$ cat src/rtl/ram8_burst_reader_pkg.sv
// Shared types and constants for the ram8 burst reader: FSM encoding, default widths,
// and the burst-length clamp.
package ram8_rdr_pkg;

    localparam int DEF_WIDTH = 16;
    localparam int DEF_AW    = 3;
    localparam int LEN_W     = 4;
    localparam int MAX_LEN   = 8;

    typedef enum logic [1:0] {
        ST_IDLE  = 2'd0,
        ST_FETCH = 2'd1,
        ST_SEND  = 2'd2,
        ST_DONE  = 2'd3
    } state_t;

    // A requested length beyond the memory depth reads every word exactly once.
    function automatic logic [LEN_W-1:0] clamp_len(input logic [LEN_W-1:0] len);
        return (len > LEN_W'(MAX_LEN)) ? LEN_W'(MAX_LEN) : len;
    endfunction

endpackage

$ cat src/rtl/ram8_burst_reader_if.sv
// Bundle of command, memory-side and stream-side signals of the burst reader.
// The optional sum signal exists only when RAM8_RDR_CHECKSUM_EN is defined.
interface ram8_burst_reader_if #(
    parameter int WIDTH = ram8_rdr_pkg::DEF_WIDTH,
    parameter int AW    = ram8_rdr_pkg::DEF_AW
);
    import ram8_rdr_pkg::*;

    logic                 start;
    logic [AW-1:0]        base;
    logic [LEN_W-1:0]     len;
    logic [AW-1:0]        mem_add;
    logic                 mem_load;
    logic [WIDTH-1:0]     mem_o;
    logic [WIDTH-1:0]     dout;
    logic                 dout_valid;
    logic                 dout_ready;
    logic                 busy;
    logic                 done;
    state_t               dbg_state;
`ifdef RAM8_RDR_CHECKSUM_EN
    logic [WIDTH-1:0]     sum;
`endif

    // Stream handshake: a word moves on a rising edge where dout_valid && dout_ready;
    // once raised, dout_valid and dout stay stable until that edge.
    modport master (
        input  start, base, len, mem_o, dout_ready,
        output mem_add, mem_load, dout, dout_valid, busy, done, dbg_state
`ifdef RAM8_RDR_CHECKSUM_EN
        , output sum
`endif
    );

    modport slave (
        output start, base, len, mem_o, dout_ready,
        input  mem_add, mem_load, dout, dout_valid, busy, done, dbg_state
`ifdef RAM8_RDR_CHECKSUM_EN
        , input sum
`endif
    );

endinterface

$ cat src/rtl/ram8_burst_reader_addr_gen.sv
// Address generator for the burst reader: read pointer with modulo-depth wrap,
// remaining-word counter loaded from the clamped length, and the last-word flag.
module ram8_rdr_addr_gen
    import ram8_rdr_pkg::*;
#(
    parameter int AW = DEF_AW
) (
    input  logic             clk,
    input  logic             rst,
    input  logic             load_i,
    input  logic [AW-1:0]    base_i,
    input  logic [LEN_W-1:0] len_i,
    input  logic             advance_i,
    output logic [AW-1:0]    ptr_o,
    output logic             last_o,
    output logic             empty_o
);

    logic [AW-1:0]    ptr_q, ptr_d;
    logic [LEN_W-1:0] rem_q, rem_d;
    logic [LEN_W-1:0] len_clamped;

    assign len_clamped = clamp_len(len_i);
    assign empty_o     = (len_clamped == '0);
    assign last_o      = (rem_q == LEN_W'(1));
    assign ptr_o       = ptr_q;

    // The pointer stays on the final word so no extra address step follows the burst.
    always_comb begin
        ptr_d = ptr_q;
        rem_d = rem_q;
        if (load_i) begin
            ptr_d = base_i;
            rem_d = len_clamped;
        end else if (advance_i) begin
            rem_d = rem_q - LEN_W'(1);
            if (!last_o) begin
                ptr_d = ptr_q + AW'(1);
            end
        end
    end

    always_ff @(posedge clk) begin
        if (rst) begin
            ptr_q <= '0;
            rem_q <= '0;
        end else begin
            ptr_q <= ptr_d;
            rem_q <= rem_d;
        end
    end

endmodule

$ cat src/rtl/ram8_burst_reader.sv
// Burst read engine for ram8: walks len words from base (wrapping), streams each over
// valid/ready, then pulses done. Optional checksum output under RAM8_RDR_CHECKSUM_EN.
module ram8_burst_reader
    import ram8_rdr_pkg::*;
#(
    parameter int WIDTH = DEF_WIDTH,
    parameter int AW    = DEF_AW
) (
    input  logic                 clk,
    input  logic                 rst,
    ram8_burst_reader_if.master  bus
);

    state_t           state_q;
    logic [WIDTH-1:0] dout_q;
    logic             dout_valid_q;
    logic [AW-1:0]    ptr;
    logic             last;
    logic             empty;
    logic             accept;
    logic             xfer;

    assign accept = (state_q == ST_IDLE) && bus.start;
    assign xfer   = (state_q == ST_SEND) && dout_valid_q && bus.dout_ready;

    ram8_rdr_addr_gen #(.AW(AW)) u_addr_gen (
        .clk       (clk),
        .rst       (rst),
        .load_i    (accept),
        .base_i    (bus.base),
        .len_i     (bus.len),
        .advance_i (xfer),
        .ptr_o     (ptr),
        .last_o    (last),
        .empty_o   (empty)
    );

    always_ff @(posedge clk) begin
        if (rst) begin
            state_q      <= ST_IDLE;
            dout_q       <= '0;
            dout_valid_q <= 1'b0;
        end else begin
            case (state_q)
                ST_IDLE: begin
                    if (bus.start) begin
                        state_q <= empty ? ST_DONE : ST_FETCH;
                    end
                end
                ST_FETCH: begin
                    dout_q       <= bus.mem_o;
                    dout_valid_q <= 1'b1;
                    state_q      <= ST_SEND;
                end
                ST_SEND: begin
                    if (xfer) begin
                        dout_valid_q <= 1'b0;
                        state_q      <= last ? ST_DONE : ST_FETCH;
                    end
                end
                default: begin
                    state_q <= ST_IDLE;
                end
            endcase
        end
    end

    // The address is held through SEND so the memory sees a steady value per word.
    assign bus.mem_add    = (state_q == ST_FETCH || state_q == ST_SEND) ? ptr : '0;
    assign bus.mem_load   = 1'b0;
    assign bus.dout       = dout_q;
    assign bus.dout_valid = dout_valid_q;
    assign bus.busy       = (state_q != ST_IDLE);
    assign bus.done       = (state_q == ST_DONE);
    assign bus.dbg_state  = state_q;

`ifdef RAM8_RDR_CHECKSUM_EN
    logic [WIDTH-1:0] sum_q;

    always_ff @(posedge clk) begin
        if (rst) begin
            sum_q <= '0;
        end else if (accept) begin
            sum_q <= '0;
        end else if (xfer) begin
            sum_q <= sum_q + dout_q;
        end
    end

    assign bus.sum = sum_q;
`endif

endmodule

$ cat src/flat_wrapper.sv
// flat-port wrapper written by rule: the top's interface ports become plain ports
module ram8_burst_reader_flat import ram8_rdr_pkg::*;
#(
    parameter int WIDTH = DEF_WIDTH,
    parameter int AW    = DEF_AW
)
  (clk, rst, bus_start, bus_base, bus_len, bus_mem_o, bus_dout_ready, bus_mem_add, bus_mem_load, bus_dout, bus_dout_valid, bus_busy, bus_done, bus_dbg_state);
  ram8_burst_reader_if #(.WIDTH(WIDTH), .AW(AW)) bus_i ();
  input  logic clk;
  input  logic rst;
  input wire logic [$bits(bus_i.start)-1:0] bus_start;
  input wire logic [$bits(bus_i.base)-1:0] bus_base;
  input wire logic [$bits(bus_i.len)-1:0] bus_len;
  input wire logic [$bits(bus_i.mem_o)-1:0] bus_mem_o;
  input wire logic [$bits(bus_i.dout_ready)-1:0] bus_dout_ready;
  output wire logic [$bits(bus_i.mem_add)-1:0] bus_mem_add;
  output wire logic [$bits(bus_i.mem_load)-1:0] bus_mem_load;
  output wire logic [$bits(bus_i.dout)-1:0] bus_dout;
  output wire logic [$bits(bus_i.dout_valid)-1:0] bus_dout_valid;
  output wire logic [$bits(bus_i.busy)-1:0] bus_busy;
  output wire logic [$bits(bus_i.done)-1:0] bus_done;
  output wire logic [$bits(bus_i.dbg_state)-1:0] bus_dbg_state;
  assign bus_i.start = bus_start;
  assign bus_i.base = bus_base;
  assign bus_i.len = bus_len;
  assign bus_i.mem_o = bus_mem_o;
  assign bus_i.dout_ready = bus_dout_ready;
  assign bus_mem_add = bus_i.mem_add;
  assign bus_mem_load = bus_i.mem_load;
  assign bus_dout = bus_i.dout;
  assign bus_dout_valid = bus_i.dout_valid;
  assign bus_busy = bus_i.busy;
  assign bus_done = bus_i.done;
  assign bus_dbg_state = bus_i.dbg_state;
  ram8_burst_reader #(.WIDTH(WIDTH), .AW(AW)) u_core (.clk(clk), .rst(rst), .bus(bus_i));
endmodule
$ cat config.mk
export PLATFORM = sky130hd
export DESIGN_NAME = ram8_burst_reader_flat
export DESIGN_NICKNAME = d
export VERILOG_FILES = /design/src/rtl/ram8_burst_reader_pkg.sv /design/src/rtl/ram8_burst_reader_if.sv /design/src/rtl/ram8_burst_reader_addr_gen.sv /design/src/rtl/ram8_burst_reader.sv /design/src/flat_wrapper.sv
export SDC_FILE = /design/constraint.sdc
export NUM_CORES = 1
export LEC_CHECK = 0
export ABC_AREA = 1
export BUFFER_PORTS_ARGS = -buffer_cell sky130_fd_sc_hd__clkbuf_2
export CELL_PAD_IN_SITES_DETAIL_PLACEMENT = 1
export CELL_PAD_IN_SITES_GLOBAL_PLACEMENT = 1
export CORE_MARGIN = 2
export CORE_UTILIZATION = 25
export DETAILED_ROUTE_END_ITERATION = 10
export GPL_TIMING_DRIVEN = 0
export PLACE_DENSITY = 0.65
export RECOVER_POWER = 50
export SLEW_MARGIN = 25
export SYNTH_ARGS = -nofsm -noshare
export SYNTH_HDL_FRONTEND = slang
export SYNTH_SLANG_ARGS = --single-unit
$ cat constraint.sdc
create_clock -name clk -period 1.5 [get_ports clk]
set_input_delay 0.3 -clock clk [delete_from_list [all_inputs] [get_ports clk]]
set_output_delay 0.3 -clock clk [all_outputs]
set_load 0.005 [all_outputs]
After elaboration in Yosys (flattened, before gate mapping)

Cells that the tools add are included.

Register bits after elaboration: 26
Input port bits: 27
Word-level logic and storage cells: 41

Add/sub/neg operators: 2
Magnitude comparators: 1
Eq/ne operators: 7
Mux-type cells: 14
Reductions and logical operators: 12

Operators by type and width:

| operator            | number |
|---|---|
| $mux 3              | 4 |
| $mux 4              | 3 |
| $mux 2              | 4 |
| $ne 2x2->1 const B  | 3 |
| $pmux 2 s3          | 1 |
| $reduce_and 2->1    | 3 |
| $reduce_bool 2->1   | 3 |
| $eq 2x2->1 const B  | 2 |
| $eq 4x1->1 const B  | 1 |
| $gt 4x4->1 const B  | 1 |
| $logic_not 4->1     | 1 |
| $sub 4x1->4 const B | 1 |
| $add 3x1->3 const B | 1 |
| $logic_and 1x1->1   | 3 |
| $eq 2x1->1 const B  | 1 |
| $logic_not 2->1     | 1 |
| $pmux 1 s2          | 1 |
| $logic_or 1x1->1    | 1 |
| $mux 1              | 1 |

Longest topological paths before layout

Gate-level depths: netlist (run 1).

Depth after elaboration: 6
Gate-level depth with buffers: 9

Hierarchy

From an unflattened synthesis (run 1), not the netlist that was laid out.

Cells, all modules: 185
Area, all modules: 1,315.0 um^2

By module, submodules not included:

| module            | times used | cells each | area an instance (um^2) |
|---|---|---|---|
| ram8_burst_reader | 1          | 113        | 837.1 |
| ram8_rdr_addr_gen | 1          | 72         | 478.0 |

Worst setup path after synthesis (run 1)

No wires, ideal clock.

Path type: reg2reg
Start point: register u_core.state_q[0], in the netlist u_core.bus.dbg_state[0]
End point: register u_core.u_addr_gen.rem_q[2]
Setup time: 0.109 ns
Arrival time: 1.237 ns
Data required time: 1.391 ns
Path slack: 0.154 ns
Stages on the path, launching flop included: 9
Path buffers: 0
Period minus slack after synthesis: 1.346 ns
Cells stage by stage: dfxtp_1 -> inv_1 -> ha_1 -> nand2_4 -> nand2_2 -> o21ai_0 -> inv_1 -> nand2_1 -> inv_1

Word-level cells in the longest chain between the ends: 4

RTL lines:

| what                               | line                             | source |
|---|---|---|
| start: declaration                 | ram8_burst_reader.sv:14          | `state_t state_q;` |
| start signal: assignment           | ram8_burst_reader.sv:47          | `state_q <= empty ? ST_DONE : ST_FETCH;` |
| start signal: assignment           | ram8_burst_reader.sv:58          | `state_q <= last ? ST_DONE : ST_FETCH;` |
| $eq 2x2->1                         | ram8_burst_reader.sv:24          | `assign xfer = (state_q == ST_SEND) && dout_valid_q && bus.dout_ready;` |
| $logic_and 1x1->1 (2 in series)    | ram8_burst_reader.sv:24          |  |
| $reduce_bool 2->1 (no source line) | --                               |  |
| end signal: assignment             | ram8_burst_reader_addr_gen.sv:49 | `rem_q <= rem_d;` |
| end: declaration                   | ram8_burst_reader_addr_gen.sv:20 | `logic [LEN_W-1:0] rem_q, rem_d;` |

Parallel ways exist; a longest one is shown, timed or not.
A chain may end at the register's enable or synchronous reset.

Worst setup path after layout (run 1)

Start point: register u_core.state_q[1], in the netlist u_core.bus.dbg_state[1]
End point: output port bus_mem_add[0]

Word-level cells in the longest chain between the ends: 3

RTL lines:

| what                                     | line                    | source |
|---|---|---|
| $eq 2x1->1 or $eq 2x2->1 (tied branches) | ram8_burst_reader.sv:69 | `assign bus.mem_add = (state_q == ST_FETCH \|\| state_q == ST_SEND) ? ptr : '0;` |
| $logic_or 1x1->1 (*)                     | ram8_burst_reader.sv:69 |  |
| $mux 3 (*)                               | ram8_burst_reader.sv:69 |  |
| end: declaration                         | flat_wrapper.sv:16      | `output wire logic [$bits(bus_i.mem_add)-1:0] bus_mem_add;` |

Mark *: on every way between the ends. The rest lies on a longest branch, timed or not.

==> metrics, run 1 <==
Post-Syn Instances 175; number of sinks on the clock net 26; result of the run finished, final reports clean; crit share post-route 98.4%; chain of cells forming the critical path inv_2 > ha_4 > nand2_2 > inv_2 > clkbuf_2; Area growth, synth to finish 37.4%; total routed wirelength 3480 um; average detailed-routed wire length per instance 11.7 um; clock tree from TritonCTS built; final setup vio count 0; highest net fanout along the worst path 3; input/output buffers 49; power per unit of standard cell area 1790 nW/um2; overall power consumption 3.10 mW; Synth area leaders dfxtp_1, nor2_1, o21ai_0, ha_1, nand2_1; largest net degree at the start of global routing 16; Net count, final 267; kind of end point of the critical path output pin; total number of vias 1278; count of warnings emitted by yosys 0; first-pass GRT wire length 5730 um; worst voltage drop across the vdd grid 0.000483 V; path class of the lowest-slack min-delay path in -> reg; total negative setup slack 0 ps; root buf cell clkbuf_8; ant diodes 0; area enclosed by the die boundary 5630 um2; number of antenna violations at the first check in global routing 0; starting density of the core 26.4%; number of standard-cell rows in the floorplan 25; number of instances in the placed design 291; number of antenna-violating nets in the routed design 0; maximum clock rate 678 MHz; Period minus WS final 1480 ps; crit path DAT 1180 ps; share of the synthesized area in the top cell type 41.3%; average vias per placed instance 4.29; number of optimization iterations in the first detailed-route pass 4; Worst Setup Start Kind register; required time reported for the critical path endpoint 1200 ps; mean post-synth cell area 7.21 um2; vertical die dimension 75.0 um; Core Footprint 4790 um2; mapped cell area 1260 um2; critical path start-end classification reg -> out; Total Routing Usage GR 13.3%; Hold Buf Count CTS 0; Inserted Clock Buffers 3; Remaining DRCs 0; share of post-route cells with drive strength above 1 32.5%; post-detail-place hpwl 2620 um; count of final max-slew check failures 0; Unique masters post-synth 25; CTS H-Tree Depth 1; final hold vios 0; total global routing overflow 0; RSZ-0062 raised after global routing true; standard cell with the maximum stage delay on the critical path dfxtp_2; post-CTS clock slew at the launch and capture registers of the worst setup and hold paths 90 ps; number of global-route vias before repair 1306; maximum cell stage delay along the critical path 350 ps; P_leak 0.884 nW; biggest area consumer among synthesized cells dfxtp_1; Fin Clk Skew 1.51 ps; total of flip-flops plus latches after synthesis 26; drt initial violations 50; library cell appearing most often on the critical path inv_2; Final GP Congestion 0.742; clock latency reported for the late side of the worst-skew pair 270 ps; count of maximum capacitance violations 0; syn nets 210; largest buffer count on any clock path 2; overall die width 75.0 um; end-of-flow core utilization 36.2%; proportion of synthesized chip area in sequential cells 41.3%; number of top-level design ports 52; final standard cell count with taps included and fillers excluded 298
cell type report:
class	count	area, um2
buffer	6	35.0
clock buffer	3	41.3
clock inverter	1	30.0
fill	642	3050
inverter	20	80.1
multi-input combinational	123	667
sequential	26	526
tap	67	83.8
timing repair buffer	52	270
report_power, final:
part | internal [mW] | switching [mW] | total [mW] | leakage (nW)
logic | 0.600 | 0.801 | 1.40 | 0.632
registers | 0.941 | 0.163 | 1.10 | 0.215
clock network | 0.357 | 0.237 | 0.594 | 0.0357
total | 1.90 | 1.20 | 3.10 | 0.884
cells by family after synthesis:
logic type               after synthesis  share of synthesized area [%]
other                                  1                          0.297
AO/OA/AOI/OAI                         34                           14.6
XOR/XNOR                               1                          0.695
buffers and inverters                 26                           8.43
adder cells (fa/ha/maj)                8                           7.94
flip-flops                            26                           41.3
AND/OR/NAND/NOR                       79                           26.8
per-stage QoR:
| stage | worst slack (ps) | instance area (um2) | hold WS (ps) |
|---|---|---|---|
| 2_1_floorplan | 154 | 1260 | 435 |
| 3_3_place_gp | 20.1 | 1590 | 477 |
| 3_5_place_dp | -17.8 | 1590 | 491 |
| 4_1_cts | 12.9 | 1690 | 235 |
| 5_1_grt | -24.9 | 1730 | 242 |
| 6_report | 24.4 | 1730 | 242 |
worst max-delay path: cells and delay by family (launching register included):
kind,cells,cell delay (ps)
flops,1,350
fa+ha+maj,1,290
buf+inv,3,200
simple gates,1,60
flip-flops by register name, summed over array words and instances, names as in the netlist:
| name | cells |
|---|---|
| u_core.u_addr_gen.ptr_o | 3 |
| u_core.u_addr_gen.rem_q | 4 |
| u_core.bus.dout | 16 |
| u_core.bus.dbg_state | 2 |
| u_core.bus.dout_valid | 1 |
layout by cell type (no fill, tap or decap), types with 4 or more instances in the layout:
master	synthesis	final
inv_1	17	12
clkbuf_1	1	8
o21ai_0	23	23
dfxtp_1	26	24
a21oi_1	4	4
clkbuf_2	0	40
nor2_1	41	41
buf_4	2	5
inv_2	3	6
nand2_2	2	5
nand2_1	23	20
ha_1	8	5
nand3_1	8	8
cells in the mapped netlist:
| master | count |
|---|---|
| conb_1 | 1 |
| xor2_1 | 1 |
| buf_4 | 2 |
| nand3_1 | 8 |
| o21ai_0 | 23 |
| nand4_1 | 1 |
| inv_2 | 3 |
| nand2_1 | 23 |
| o21ai_1 | 3 |
| dfxtp_1 | 26 |
| clkbuf_1 | 1 |
| nand2_4 | 1 |
| o211ai_2 | 1 |
| nand3_2 | 1 |
| nor2_4 | 1 |
| a21oi_1 | 4 |
| nand2_2 | 2 |
| ha_1 | 8 |
| buf_2 | 1 |
| and3_1 | 1 |
| nor2_1 | 41 |
| buf_1 | 2 |
| a31oi_1 | 2 |
| a21oi_2 | 1 |
| inv_1 | 17 |
routing by layer:
layer	global-route usage, %	wire length, um	part of all wire (%)	vias up
met5	0	0	0	-
met4	5.36	51	1.5	0
met3	3.61	260	7.5	4
met2	21.0	1500	43	36
met1	17.1	1660	48	575
li1	-	-	-	663
worst paths after layout:
kind | from | endpoint | slack (ps) | cells after the start
setup reg to reg | u_core.bus.dbg_state[1] | u_core.u_addr_gen.ptr_o[2] | 120 | 8
hold / removal | bus_mem_o[3] | u_core.bus.dout[3] | 240 | 3
hold reg to reg | u_core.bus.dout[15] | u_core.bus.dout[15] | 510 | 2
setup / recovery | u_core.bus.dbg_state[1] | bus_mem_add[0] | 20 | 5
what timing repair did:
action | CTS | global route
setup endpoints to repair | 6 | 19
pin swaps | 1 | 3
setup buffers | 2 | 1
resized for setup | 6 | 18
No activity file was read; power rests on OpenSTA's default activity.
==> inputs of run 2 (changes only) <==
--- a/config.mk
+++ b/config.mk
@@ -6,7 +6,7 @@
 export NUM_CORES = 1
 export LEC_CHECK = 0
 export ABC_AREA = 1
-export BUFFER_PORTS_ARGS = -buffer_cell sky130_fd_sc_hd__clkbuf_2
+export BUFFER_PORTS_ARGS = -buffer_cell sky130_fd_sc_hd__buf_2
 export CELL_PAD_IN_SITES_DETAIL_PLACEMENT = 1
 export CELL_PAD_IN_SITES_GLOBAL_PLACEMENT = 1
 export CORE_MARGIN = 2
@@ -15,7 +15,7 @@
 export GPL_TIMING_DRIVEN = 0
 export PLACE_DENSITY = 0.65
 export RECOVER_POWER = 50
-export SLEW_MARGIN = 25
+export SLEW_MARGIN = 20
 export SYNTH_ARGS = -nofsm -noshare
 export SYNTH_HDL_FRONTEND = slang
 export SYNTH_SLANG_ARGS = --single-unit
==> constraint.sdc (replaced) <==
create_clock -name clk -period 1.55 [get_ports clk]
set_input_delay 0.31 -clock clk [delete_from_list [all_inputs] [get_ports clk]]
set_output_delay 0.31 -clock clk [all_outputs]
set_load 0.005 [all_outputs]
==> metrics, run 2 (synthesis gave the netlist of run 1 again) <==
count of final max-slew check failures 0 (unchanged); clock tree from TritonCTS built (unchanged); chain of cells forming the critical path inv_2 > ha_4 > nand2_2 > inv_2 > buf_2 (was inv_2 > ha_4 > nand2_2 > inv_2 > clkbuf_2); most common cell after layout, fill and taps aside nor2_1 (unchanged); total global routing overflow 0 (unchanged); buffers plus inverters on the worst setup path 3 (unchanged); final setup vio count 0 (unchanged); average vias per placed instance 4.35 (was 4.29); largest net degree at the start of global routing 16 (unchanged); CP Depth 5 (unchanged); CTS H-Tree Depth 1 (unchanged); vertical die dimension 75.0 um (unchanged); result of the run finished, final reports clean (unchanged); ant diodes 0 (unchanged); area enclosed by the die boundary 5630 um2 (unchanged); RSZ-0062 raised after global routing true (unchanged); met3 usage 2.81% (was 3.61%); Hold Buf Count CTS 0 (unchanged); maximum clock rate 669 MHz; number of antenna violations at the first check in global routing 0 (unchanged); path class of the lowest-slack min-delay path in -> reg (unchanged); root buf cell clkbuf_8 (unchanged); Net count, final 266 (was 267); Largest register FFs 16 (unchanged); power per unit of standard cell area 1730 nW/um2 (was 1790 nW/um2); Inserted Clock Buffers 3 (unchanged); Fin Clk Skew 2.17 ps (was 1.51 ps); met1 global-route usage 17.0% (was 17.1%); maximum cell stage delay along the critical path 360 ps (was 350 ps); overall die width 75.0 um (unchanged); Period minus WS final 1500 ps; Remaining DRCs 0 (unchanged); first-pass GRT wire length 5620 um (was 5730 um); Fill cells 616 (was 642); post-detail-place hpwl 2640 um (was 2620 um); number of instances on the worst hold path 3 (unchanged); Area growth, synth to finish 35.0% (was 37.4%); number of standard-cell rows in the floorplan 25 (unchanged); number of sinks on the clock net 26 (unchanged); crit share post-route 96.5%; Final GP Congestion 0.743 (was 0.742); clock latency reported for the late side of the worst-skew pair 270 ps (about the same); average detailed-routed wire length per instance 11.9 um (was 11.7 um); Core Footprint 4790 um2 (unchanged); total negative setup slack 0 ps (unchanged); share of post-route cells with drive strength above 1 30.4% (was 32.5%); most frequent cells in the layout nor2_1, buf_2, dfxtp_1, o21ai_0, nand2_1 (was nor2_1, clkbuf_2, dfxtp_1, o21ai_0, nand2_1); Worst Setup Start Kind register (unchanged); standard cell with the maximum stage delay on the critical path dfxtp_4 (was dfxtp_2); worst voltage drop across the vdd grid 0.000505 V (was 0.000483 V); overall power consumption 2.95 mW (was 3.10 mW); kind of end point of the critical path output pin (unchanged); critical path start-end classification reg -> out (unchanged); GR Util met2 21.8% (was 21.0%); highest net fanout along the worst path 3 (unchanged); worst-case reg-to-reg path depth 8 (unchanged); number of top-level design ports 52 (unchanged); number of global-route vias before repair 1233 (was 1306); input/output buffers 49 (unchanged); largest buffer count on any clock path 2 (unchanged); Sequential Area 526 um2 (unchanged); library cell appearing most often on the critical path inv_2 (unchanged); total area of multi-input combinational cells 664 um2 (was 667 um2); count of maximum capacitance violations 0 (unchanged); total number of vias 1293 (was 1278); required time reported for the critical path endpoint 1240 ps (was 1200 ps); drt initial violations 49 (was 50); starting density of the core 26.4% (unchanged); placed cell areas 1590 um2 (unchanged); final hold vios 0 (unchanged); largest delay contributor family on the critical path flip-flops (unchanged); grt peak-use layer met2 (unchanged); Final Instance Area 1700 um2 (was 1730 um2); Total Routing Usage GR 13.3% (about the same); crit path DAT 1190 ps (was 1180 ps); total routed wirelength 3530 um (was 3480 um); P_leak 0.873 nW (was 0.884 nW); number of optimization iterations in the first detailed-route pass 3 (was 4); post-CTS clock slew at the launch and capture registers of the worst setup and hold paths 100 ps (was 90 ps); number of antenna-violating nets in the routed design 0 (unchanged)
run 2: cell count changes in the layout (fill, tap and decap cells not counted), sizes merged:
cell / previous run / this run
buf: 9 / 45
clkbuf: 52 / 15
run 2: final cells by class:
class / count / area share, %
clock buffer: 3 / 2.42
sequential: 26 / 30.9
multi-input combinational: 123 / 39.0
clock inverter: 1 / 1.76
tap: 67 / 4.92
inverter: 20 / 4.41
buffer: 6 / 2.06
timing repair buffer: 51 / 14.5
run 2: final timing paths:
path / endpoint / start / slack (ps)
worst max register to register: u_core.u_addr_gen.ptr_o[2] / u_core.bus.dbg_state[1] / 140
worst max-delay path: bus_mem_add[2] / u_core.bus.dbg_state[1] / 50
worst min register to register: u_core.bus.dout[15] / u_core.bus.dout[15] / 510
worst min-delay path: u_core.bus.dout[8] / bus_mem_o[8] / 250
run 2: routing by layer:
metal	wire length, um	vias to the layer above
met3	206	4
met2	1580	35
met5	0	-
met1	1690	591
met4	49	0
li1	-	663
run 2: report_power, final:
part / total, mW / internal, mW / switching, mW
clock network: 0.575 / 0.346 / 0.229
logic: 1.31 / 0.544 / 0.770
registers: 1.06 / 0.910 / 0.150
total: 2.95 / 1.80 / 1.15
run 2: tightest hold or removal path, delay by kind of cell:
kind          cells  cell delay (ps)
buf+inv           1               70
simple gates      2              110
run 2: stage by stage:
stage | util [%] | setup WS, ps | std cells | hold WS [ps]
floorplan | - | 204 | 175 | 445
global placement | 33.2 | 73.1 | 291 | 472
detailed placement | 33.2 | 34.2 | 291 | 487
CTS | 35.4 | 2.42 | 297 | 242
global route | 35.6 | -6.28 | 297 | 254
finish | 35.6 | 54.4 | 297 | 249
run 2: timing repair:
action	4_1_cts	5_1_grt
buffers inserted	2	0
gates resized for setup	4	12
hold endpoints to repair	0	0
pin swaps	0	1
setup endpoints to repair	4	17
